**src/rtl/ahb_lite_arbiter_2m.sv**
```systemverilog
// Two-master AHB-Lite arbiter: each master's address phase is captured into a pending
// register, then replayed to the shared slave as a single NONSEQ transfer, round-robin with lock.
module ahb_lite_arbiter_2m #(
    parameter int AW = 32,
    parameter int DW = 32
) (
    input  logic          HCLK,
    input  logic          HRESET,

    input  logic          M0_HSEL,
    input  logic [AW-1:0] M0_HADDR,
    input  logic [1:0]    M0_HTRANS,
    input  logic          M0_HWRITE,
    input  logic [2:0]    M0_HSIZE,
    input  logic [2:0]    M0_HBURST,
    input  logic [3:0]    M0_HPROT,
    input  logic          M0_HMASTLOCK,
    input  logic [DW-1:0] M0_HWDATA,
    output logic          M0_HREADY,
    output logic [DW-1:0] M0_HRDATA,
    output logic          M0_HRESP,

    input  logic          M1_HSEL,
    input  logic [AW-1:0] M1_HADDR,
    input  logic [1:0]    M1_HTRANS,
    input  logic          M1_HWRITE,
    input  logic [2:0]    M1_HSIZE,
    input  logic [2:0]    M1_HBURST,
    input  logic [3:0]    M1_HPROT,
    input  logic          M1_HMASTLOCK,
    input  logic [DW-1:0] M1_HWDATA,
    output logic          M1_HREADY,
    output logic [DW-1:0] M1_HRDATA,
    output logic          M1_HRESP,

    output logic          S_HSEL,
    output logic [AW-1:0] S_HADDR,
    output logic [1:0]    S_HTRANS,
    output logic          S_HWRITE,
    output logic [2:0]    S_HSIZE,
    output logic [2:0]    S_HBURST,
    output logic [3:0]    S_HPROT,
    output logic          S_HMASTLOCK,
    output logic [DW-1:0] S_HWDATA,
    output logic          S_HREADY,
    input  logic          S_HREADYOUT,
    input  logic [DW-1:0] S_HRDATA,
    input  logic          S_HRESP
);

    typedef enum logic [1:0] {ST_IDLE, ST_ADDR, ST_DATA} state_t;

    typedef struct packed {
        logic [AW-1:0] addr;
        logic          write;
        logic [2:0]    size;
        logic [3:0]    prot;
        logic          lock;
    } pend_t;

    state_t state_q, state_d;
    pend_t  pend0_q, pend0_d, pend1_q, pend1_d;
    logic   pend0_v_q, pend0_v_d, pend1_v_q, pend1_v_d;
    logic   owner_q, owner_d;
    logic   last_grant_q, last_grant_d;
    logic   lock_v_q, lock_v_d;
    logic   lock_owner_q, lock_owner_d;

    pend_t  own_pend;
    logic   in_data, done, cap0, cap1, elig0, elig1, grant, other_v;

    // Burst type and the SEQ/NONSEQ distinction are dropped: every beat becomes NONSEQ SINGLE.
    logic   unused_inputs;
    assign unused_inputs = ^{M0_HBURST, M1_HBURST, M0_HTRANS[0], M1_HTRANS[0]};

    assign own_pend = owner_q ? pend1_q : pend0_q;
    assign in_data  = (state_q == ST_DATA);
    assign done     = in_data & S_HREADYOUT;
    assign other_v  = owner_q ? pend0_v_q : pend1_v_q;

    assign M0_HREADY = ~pend0_v_q | (done & ~owner_q);
    assign M1_HREADY = ~pend1_v_q | (done & owner_q);

    assign cap0  = M0_HSEL & M0_HTRANS[1] & M0_HREADY;
    assign cap1  = M1_HSEL & M1_HTRANS[1] & M1_HREADY;
    assign elig0 = pend0_v_q & (~lock_v_q | ~lock_owner_q);
    assign elig1 = pend1_v_q & (~lock_v_q | lock_owner_q);
    assign grant = (elig0 & elig1) ? ~last_grant_q : elig1;

    always_comb begin
        state_d      = state_q;
        owner_d      = owner_q;
        last_grant_d = last_grant_q;
        lock_v_d     = lock_v_q;
        lock_owner_d = lock_owner_q;
        pend0_d      = pend0_q;
        pend1_d      = pend1_q;
        pend0_v_d    = pend0_v_q;
        pend1_v_d    = pend1_v_q;

        case (state_q)
            ST_IDLE: begin
                if (elig0 | elig1) begin
                    state_d      = ST_ADDR;
                    owner_d      = grant;
                    last_grant_d = grant;
                end
            end
            ST_ADDR: state_d = ST_DATA;
            ST_DATA: begin
                if (S_HREADYOUT) begin
                    lock_v_d     = own_pend.lock;
                    lock_owner_d = owner_q;
                    if (owner_q) pend1_v_d = 1'b0;
                    else         pend0_v_d = 1'b0;
                    // Only the other master is considered here; the owner's same-edge capture waits for IDLE.
                    if (other_v & ~own_pend.lock) begin
                        state_d      = ST_ADDR;
                        owner_d      = ~owner_q;
                        last_grant_d = ~owner_q;
                    end else begin
                        state_d = ST_IDLE;
                    end
                end
            end
            default: state_d = ST_IDLE;
        endcase

        if (cap0) begin
            pend0_v_d     = 1'b1;
            pend0_d.addr  = M0_HADDR;
            pend0_d.write = M0_HWRITE;
            pend0_d.size  = M0_HSIZE;
            pend0_d.prot  = M0_HPROT;
            pend0_d.lock  = M0_HMASTLOCK;
        end
        if (cap1) begin
            pend1_v_d     = 1'b1;
            pend1_d.addr  = M1_HADDR;
            pend1_d.write = M1_HWRITE;
            pend1_d.size  = M1_HSIZE;
            pend1_d.prot  = M1_HPROT;
            pend1_d.lock  = M1_HMASTLOCK;
        end
    end

    always_ff @(posedge HCLK or posedge HRESET) begin
        if (HRESET) begin
            state_q      <= ST_IDLE;
            pend0_q      <= '0;
            pend1_q      <= '0;
            pend0_v_q    <= 1'b0;
            pend1_v_q    <= 1'b0;
            owner_q      <= 1'b0;
            last_grant_q <= 1'b1;
            lock_v_q     <= 1'b0;
            lock_owner_q <= 1'b0;
        end else begin
            state_q      <= state_d;
            pend0_q      <= pend0_d;
            pend1_q      <= pend1_d;
            pend0_v_q    <= pend0_v_d;
            pend1_v_q    <= pend1_v_d;
            owner_q      <= owner_d;
            last_grant_q <= last_grant_d;
            lock_v_q     <= lock_v_d;
            lock_owner_q <= lock_owner_d;
        end
    end

    assign S_HSEL      = (state_q == ST_ADDR);
    assign S_HTRANS    = (state_q == ST_ADDR) ? 2'b10 : 2'b00;
    assign S_HADDR     = own_pend.addr;
    assign S_HWRITE    = own_pend.write;
    assign S_HSIZE     = own_pend.size;
    assign S_HPROT     = own_pend.prot;
    assign S_HMASTLOCK = own_pend.lock;
    assign S_HBURST    = '0;
    assign S_HWDATA    = in_data ? (owner_q ? M1_HWDATA : M0_HWDATA) : '0;
    assign S_HREADY    = (state_q == ST_IDLE) ? 1'b1 : S_HREADYOUT;

    assign M0_HRDATA = (in_data & ~owner_q) ? S_HRDATA : '0;
    assign M1_HRDATA = (in_data & owner_q) ? S_HRDATA : '0;
    assign M0_HRESP  = in_data & ~owner_q & S_HRESP;
    assign M1_HRESP  = in_data & owner_q & S_HRESP;

endmodule

```
**config.mk**
```make
export PLATFORM = sky130hd
export DESIGN_NAME = ahb_lite_arbiter_2m
export DESIGN_NICKNAME = d
export VERILOG_FILES = /design/src/rtl/ahb_lite_arbiter_2m.sv
export SDC_FILE = /design/constraint.sdc
export NUM_CORES = 1
export LEC_CHECK = 0
export BUFFER_PORTS_ARGS = -buffer_cell sky130_fd_sc_hd__buf_4
export CAP_MARGIN = 30
export CORE_AREA = 2 2 133 135
export CTS_CLUSTER_DIAMETER = 40
export DETAILED_ROUTE_END_ITERATION = 10
export DIE_AREA = 0 0 135 137
export SYNTH_ARGS = -nofsm -noshare
export SYNTH_HDL_FRONTEND = slang
export SYNTH_SLANG_ARGS = --single-unit
```
**constraint.sdc**
```tcl
create_clock -name HCLK -period 3.14 [get_ports HCLK]
set_input_delay 0 -clock HCLK [delete_from_list [all_inputs] [get_ports HCLK]]
set_output_delay 0 -clock HCLK [all_outputs]
set_load 0.01 [all_outputs]
```
# == Yosys cells after proc, flatten, opt, wreduce, memory -nomap -nowiden ==
# Index checks and enable logic that the tools add are counted.
# totals
register_bits,90
latch_bits,0
mem_bits_rw,0
romBits,0
output_inout_bits,148
memories,0
# op_classes
n_addsub,0
mul,0
n_div,0
n_lt_le_gt_ge,0
eq_ne,6
shift,0
n_mux,25
bitwise,27
reduce_logical,12
# ops
op,count
$mux 32,4
$mux 41,1
$and 1x1->1,15
$mux 1,15
$reduce_bool 2->1,6
$not 1->1,7
$mux 2,3
$pmux 2 s3,1
$reduce_and 3->1,2
$or 1x1->1,5
$ne 2x1->1 const B,2
$ne 2x2->1 const B,2
$reduce_and 2->1,2
$reduce_and 4->1,1
$eq 2x1->1 const B,1
$eq 2x2->1 const B,1
$logic_not 2->1,1
$pmux 1 s2,1

# == Logic depth before layout (Yosys ltp) ==
# Gate-level depths: netlist of the first run.
# logic_depth
ltp_word,7
depth_mapped,6

# == Least setup slack after synthesis of the first run ==
# No wires, ideal clock.
# synth_path
path_kind,reg2reg
from,register state_q[0]
to,register pend1_q[0] (netlist name)
setup_ns,0.125
arrival_ns,1.502
required_time_ns,3.015
slack_ns,1.513
stages_incl_launch_ff,7
period_less_slack_ns,1.627
cell_sequence,dfrtp_1 nand3b_4 o21ai_2 and2b_1 buf_6 buf_12 mux2_4
# synth_via
elab_chain_len,5
# synth_lines
item,line,text
"start, declared",61,"state_t state_q, state_d;"
"start signal, assigned",159,state_q <= state_d;
$eq 2x2->1,77,assign in_data = (state_q == ST_DATA);
$and 1x1->1,78,assign done = in_data & S_HREADYOUT;
$and 1x1->1,82,assign M1_HREADY = ~pend1_v_q | (done & owner_q);
$or 1x1->1,82,
net M1_HREADY,32,"output logic M1_HREADY,"
$and 1x1->1,85,assign cap1 = M1_HSEL & M1_HTRANS[1] & M1_HREADY;
"end signal, assigned",161,pend1_q <= pend1_d;
"end, declared",62,"pend_t pend0_q, pend0_d, pend1_q, pend1_d;"
# The timed path passes the listed nets, and every way through them passes these cells.
# A chain may end at the register's enable or synchronous reset.

# == Final worst setup path of the first run ==
# layout_path
from,register owner_q
to,output port S_HWDATA[15]
# layout_via
elab_chain_len,2
# layout_lines
item,line,text
"start, declared",64,"logic owner_q, owner_d;"
"start signal, assigned",164,owner_q <= owner_d;
$mux 32 (2 in series),179,assign S_HWDATA = in_data ? (owner_q ? M1_HWDATA : M0_HWDATA) : '0;
"end, declared",44,"output logic [DW-1:0] S_HWDATA,"
# Every way passes these cells.

==> results of run 1 <==
per-layer routing:
layer / wire length [um] / track usage, % / share of wire [%] / up-vias
li1: - / - / - / 2274
met1: 7390 / 23.7 / 39 / 2355
met2: 10300 / 35.7 / 54 / 167
met3: 894 / 3.26 / 4.7 / 24
met4: 419 / 8.22 / 2.2 / 0
met5: 0 / 0 / 0 / -
cell usage in the layout, fill, tap and decap left out, types with 2 or more instances in the layout:
| cell | count |
|---|---|
| and3_1 | 66 |
| conb_1 | 4 |
| buf_12 | 3 |
| and2b_2 | 2 |
| mux2_4 | 80 |
| o21bai_1 | 2 |
| dlygate4sd3_1 | 88 |
| mux2i_1 | 35 |
| buf_4 | 333 |
| nor2_1 | 34 |
| clkbuf_16 | 9 |
| o21ai_2 | 2 |
| inv_1 | 4 |
| dfrtp_1 | 88 |
| nand2_1 | 6 |
| a21oi_1 | 2 |
| mux2_2 | 44 |
| clkinv_4 | 2 |
| diode_2 | 3 |
power by group:
group,switching [mW],internal [mW]
logic,1.66,2.54
registers,0.474,1.74
clock network,0.499,0.629
per-stage QoR:
stage | power (mW) | utilization, %
after floorplan | 4.70 | -
after global placement | 6.20 | 46.2
after detailed placement | 6.29 | 46.2
after CTS | 7.57 | 53.2
after global routing | 8.01 | 53.4
final | 7.54 | 53.4
kinds of logic after synthesis:
family                 Yosys count  synth area share (%)
multiplexers                   159                  38.2
AND/OR/NAND/NOR                112                  11.6
flip-flops                      90                  42.1
buffers and inverters           46                  6.52
AO/OA/AOI/OAI                   11                  1.52
other                            1                0.0700
registers in the layout, summed over array words and instances (netlist names):
register / count
pend0_q: 41
lock_owner_q: 1
last_grant_q: 1
lock_v_q: 1
pend0_v_q: 1
pend1_q: 41
state_q: 2
owner_q: 1
pend1_v_q: 1
repair_timing:
action                     4_1_cts  5_1_grt
setup buffers                    0        0
hold buffers                    88        0
hold endpoints to repair       128        0
setup endpoints to repair        0        0
layout make-up:
class / instances / area share, %
clock inverters: 6 / 0.825
clock buffers: 10 / 2.52
repair buffers: 425 / 38.1
diodes: 3 / 0.0825
flip-flops and latches: 90 / 24.8
inverters: 5 / 0.220
multi-input cells: 286 / 30.4
well taps: 225 / 3.09
path summary, 6_finish.rpt:
path | start | end | slack [ns] | cells after the start
min | S_HRDATA[12] | M0_HRDATA[12] | 0.32 | 3
min reg2reg | last_grant_q | last_grant_q | 0.47 | 2
min in group asynchronous | HRESET | pend0_q[2] | 0.35 | 3
max reg2reg | owner_q | pend0_q[5] | 0.80 | 4
max in group asynchronous | HRESET | pend0_q[16] | 2.04 | 4
max | owner_q | S_HWDATA[15] | 0.53 | 4
worst max-delay path: stages, from the launching register on:
cell	delay, ns
dfrtp_4	0.86
buf_4	0.72
mux2i_1	0.17
nor2_1	0.22
buf_4	0.17
==> results.json, run 1 <==
{
  "clock_latency_ns": 0.35,
  "clock_sinks": 90,
  "yosysMostFrequentCell": "dfrtp_1",
  "leakage_nw": 4.78,
  "cts_made_buffers": 9,
  "synth-edff-count": 0,
  "coreArea_mm2": 0.0171,
  "remaining_drc_errors": 0,
  "crit_type": "reg -> out",
  "overflow": 0,
  "synth-seq-cells": 90,
  "root_buffer": "clkbuf_16",
  "fmax_ghz": 0.383,
  "startpoint_type": "flip-flop",
  "worstMarginPinSlew_ns": 0.851,
  "dieArea_mm2": 0.0185,
  "grt_usage_pct": 19.9,
  "synthFlopType": "dfrtp_1",
  "status": "completed",
  "synth_largest_area_cell": "dfrtp_1",
  "die_w_um": 135,
  "die_h_um": 137,
  "start_util_pct": 31.4,
  "dp_hpwl_um": 13900,
  "dp_slack_ns": 0.789,
  "worstPathRequired_ns": 3.14,
  "async_flop_share_pct": 100,
  "worstSetupEndpointType": "output pin",
  "grt_pass1_wl_um": 28400,
  "setup_viol": 0,
  "finClkSkew_ns": 0.00693,
  "fin_nets": 1011,
  "cts_tree": "yes",
  "cts_resized": 0,
  "max_cap_viol_count": 0,
  "drive_gt1_share_pct": 58.9,
  "timing.setup.tns_ns": 0,
  "clk_pin_slew_ns": 0.07,
  "fin_crit_sh_pct": 83.1,
  "drt-total-wl_um": 19000,
  "ys_warn_count": 0,
  "worst_slack_ns": 0.530,
  "seq_area_frac_synth_pct": 42.1,
  "worst-path-max-fanout": 62,
  "first_pass_iters": 5,
  "synthToLayoutAreaGrowth_pct": 70.0,
  "min_period_ns": 2.61,
  "grt_antenna_before_repair": 3,
  "cp_data_arrival_time_ns": 2.61,
  "drt_iter0_markers": 210,
  "final_area_mm2": 0.00910,
  "synth_common_cells": "dfrtp_1, mux2_4, and3_1",
  "multi_input_area_mm2": 0.00277,
  "num_rows": 48,
  "regArea_mm2": 0.00226,
  "vias": 4820,
  "io_buffers": 329,
  "grt_pass1_vias": 5208,
  "synth_top_area_share_pct": 41.6,
  "powerDensity_mw_per_mm2": 829,
  "synthCells": 419,
  "cts_max_level": 3,
  "viasPerCell": 4.59,
  "vdd_drop_max_uv": 321,
  "whs_ns": 0.317,
  "wl_per_cell_um": 18.1,
  "avgSynthCellArea_um2": 12.8,
  "slew_headroom_pct": 43.3,
  "io-pin-count": 342,
  "placed_cell_area_mm2": 0.00788,
  "placedCellCount": 942,
  "syn_area_mm2": 0.00535,
  "grt_max_degree": 68,
  "drv_slew": 0,
  "finalHoldViolations": 0,
  "clock_path_buffers": 2,
  "synth.area.top_cells": "dfrtp_1, mux2_4, mux2_2",
  "fillers": 1486,
  "hold_class": "in -> out",
  "rsz0062_at_grt": "false",
  "synth.distinct_cells": 28,
  "antenna_left": 0,
  "final_cells": 1050,
  "routabilityCongestion": 0.842
}
No activity file was read; power rests on OpenSTA's default activity.
==> run 2, diff against run 1 <==
==> constraint.sdc (replaced) <==
create_clock -name HCLK -period 2.5 [get_ports HCLK]
set_input_delay 0 -clock HCLK [delete_from_list [all_inputs] [get_ports HCLK]]
set_output_delay 0 -clock HCLK [all_outputs]
set_load 0.01 [all_outputs]
==> run 2 against run 1 <==
First-iteration DRC count is 19% lower. Critical endpoint is now S_HPROT[3]. Hold slack better by 0.00087 ns. Highest routed layer unchanged. Critical path type unchanged. Flip-flop and latch count stayed put. Global-route usage is 0.17 points higher.
==> results.json, run 2 (synthesized netlist as in run 1, its figures left out) <==
{
  "status": "completed",
  "dp_hpwl_um": 14000,
  "routabilityCongestion": 0.832,
  "timing.setup.tns_ns": 0,
  "clock_path_buffers": 2,
  "rsz0062_at_grt": "false",
  "startpoint_type": "flip-flop",
  "root_buffer": "clkbuf_16",
  "placed_cell_area_mm2": 0.00791,
  "grt_antenna_before_repair": 2,
  "cts_tree": "yes",
  "finClkSkew_ns": 0.00792,
  "path_delay_family": "buffers and inverters",
  "clock_latency_ns": 0.34,
  "worstPathRequired_ns": 2.50,
  "leakage_nw": 4.79,
  "synthToLayoutAreaGrowth_pct": 70.5,
  "cp_slowest_cell": "dfrtp_4",
  "worstReg2RegStart": "owner_q",
  "layout_common_cells": "buf_4, dlygate4sd3_1, dfrtp_1",
  "vias": 4857,
  "final_cells": 1052,
  "start_util_pct": 31.4,
  "die_h_um": 137,
  "clock_sinks": 90,
  "startpoint": "owner_q",
  "slew_headroom_pct": 52.8,
  "critPathMaxStageDelay_ns": 0.60,
  "worst-path-stages": 3,
  "dieArea_mm2": 0.0185,
  "first_pass_iters": 4,
  "drive_gt1_share_pct": 59.1,
  "io-pin-count": 342,
  "fin_crit_sh_pct": 84.4,
  "drt-total-wl_um": 19200,
  "grt_usage_pct": 20.1,
  "final_area_mm2": 0.00913,
  "hold_class": "in -> out",
  "grt_max_degree": 68,
  "die_w_um": 135,
  "clk_pin_slew_ns": 0.07,
  "viasPerCell": 4.62,
  "post-cts-setup-buffers": 0,
  "reg_top3": "pend0_q (41), pend1_q (41), state_q (2)",
  "endpoint": "S_HPROT[3]",
  "drv_slew": 0,
  "overflow": 0,
  "cts_max_level": 3,
  "num_rows": 48,
  "powerDensity_mw_per_mm2": 1040,
  "worstMarginPinSlew_ns": 0.707,
  "cts-hold-fix-buffers": 88,
  "cts_made_buffers": 9,
  "fin_nets": 1013,
  "grt_pass1_vias": 5370,
  "antenna_left": 0,
  "io_buffers": 329,
  "cp_data_arrival_time_ns": 2.11,
  "reg2reg_depth": 5,
  "fillers": 1504,
  "fmax_ghz": 0.474,
  "finalHoldViolations": 0,
  "r2r-end": "pend1_q[8]",
  "power_mw": 9.49,
  "drt_iter0_markers": 170,
  "crit_top_cell": "buf_4",
  "worst-path-max-fanout": 56,
  "layout_commonest_cell": "buf_4",
  "placedCellCount": 944,
  "worst-path-buf-inv": 2,
  "min_period_ns": 2.11,
  "cts_resized": 0,
  "coreArea_mm2": 0.0171,
  "crit_type": "reg -> out",
  "path_cells": "buf_4 -> mux2_2 -> buf_4",
  "wl_per_cell_um": 18.3,
  "worstSetupEndpointType": "output pin",
  "rrSetupSlack_ns": 0.64,
  "remaining_drc_errors": 0,
  "setup_viol": 0,
  "grt_pass1_wl_um": 28600,
  "max_cap_viol_count": 0,
  "vdd_drop_max_uv": 399
}
-- run 2: cell types whose count changed in the layout (fill, tap and decap cells not counted) --
cell / before / now
clkinv_4: 2 / 1
clkinv_2: 1 / 3
inv_8: 1 / 0
inv_6: 1 / 3
clkbuf_1: 1 / 0
clkinvlp_4: 1 / 0
buf_4: 333 / 334
buf_12: 3 / 4
-- run 2: cell type report --
class                   instances  area [um^2]  area share, %
multi-input cells             286         2770           30.3
inverters                       5         20.0          0.219
repair buffers                427         3500           38.3
clock inverters                 7         75.1          0.822
flip-flops and latches         90         2260           24.7
well taps                     225          282           3.08
diodes                          3         7.51         0.0822
clock buffers                   9          225           2.47
-- run 2: worst min-delay path by stage --
| stage | start | to | depth (start not counted) |
|---|---|---|---|
| after floorplan | S_HREADYOUT | state_q[1] | 1 |
| after global placement | HRESET | pend1_q[13] | 2 |
| after detailed placement | HRESET | pend1_q[13] | 2 |
| after CTS | S_HRDATA[12] | M1_HRDATA[12] | 3 |
| after global routing | S_HRDATA[10] | M1_HRDATA[10] | 3 |
| final | S_HRDATA[12] | M1_HRDATA[12] | 3 |
-- run 2: power by group --
group          internal, mW  switching, mW
registers              2.19          0.488
logic                  3.20           2.22
clock network         0.784          0.602
total                  6.18           3.31
-- run 2: routing by layer --
metal / share of wire, % / global-route usage [%] / vias to the layer above
li1: - / - / 2274
met1: 37 / 22.9 / 2363
met2: 55 / 36.6 / 197
met3: 5.5 / 3.96 / 23
met4: 1.8 / 8.45 / 0
met5: 0 / 0 / -
-- run 2: worst register-to-register path, cell delays in order (launching register included) --
cell     delay (ns)
dfrtp_4        0.60
inv_1          0.12
o21ai_2        0.19
and2b_2        0.22
buf_12         0.24
mux2_2         0.38
-- run 2: stage by stage --
step	worst slack (ns)	hold WS, ns	util (%)
after floorplan	0.166	0.0998	-
after global placement	0.646	0.128	46.4
after detailed placement	0.603	0.140	46.4
after CTS	0.343	0.316	53.3
after global routing	0.284	0.331	53.5
final	0.389	0.317	53.5
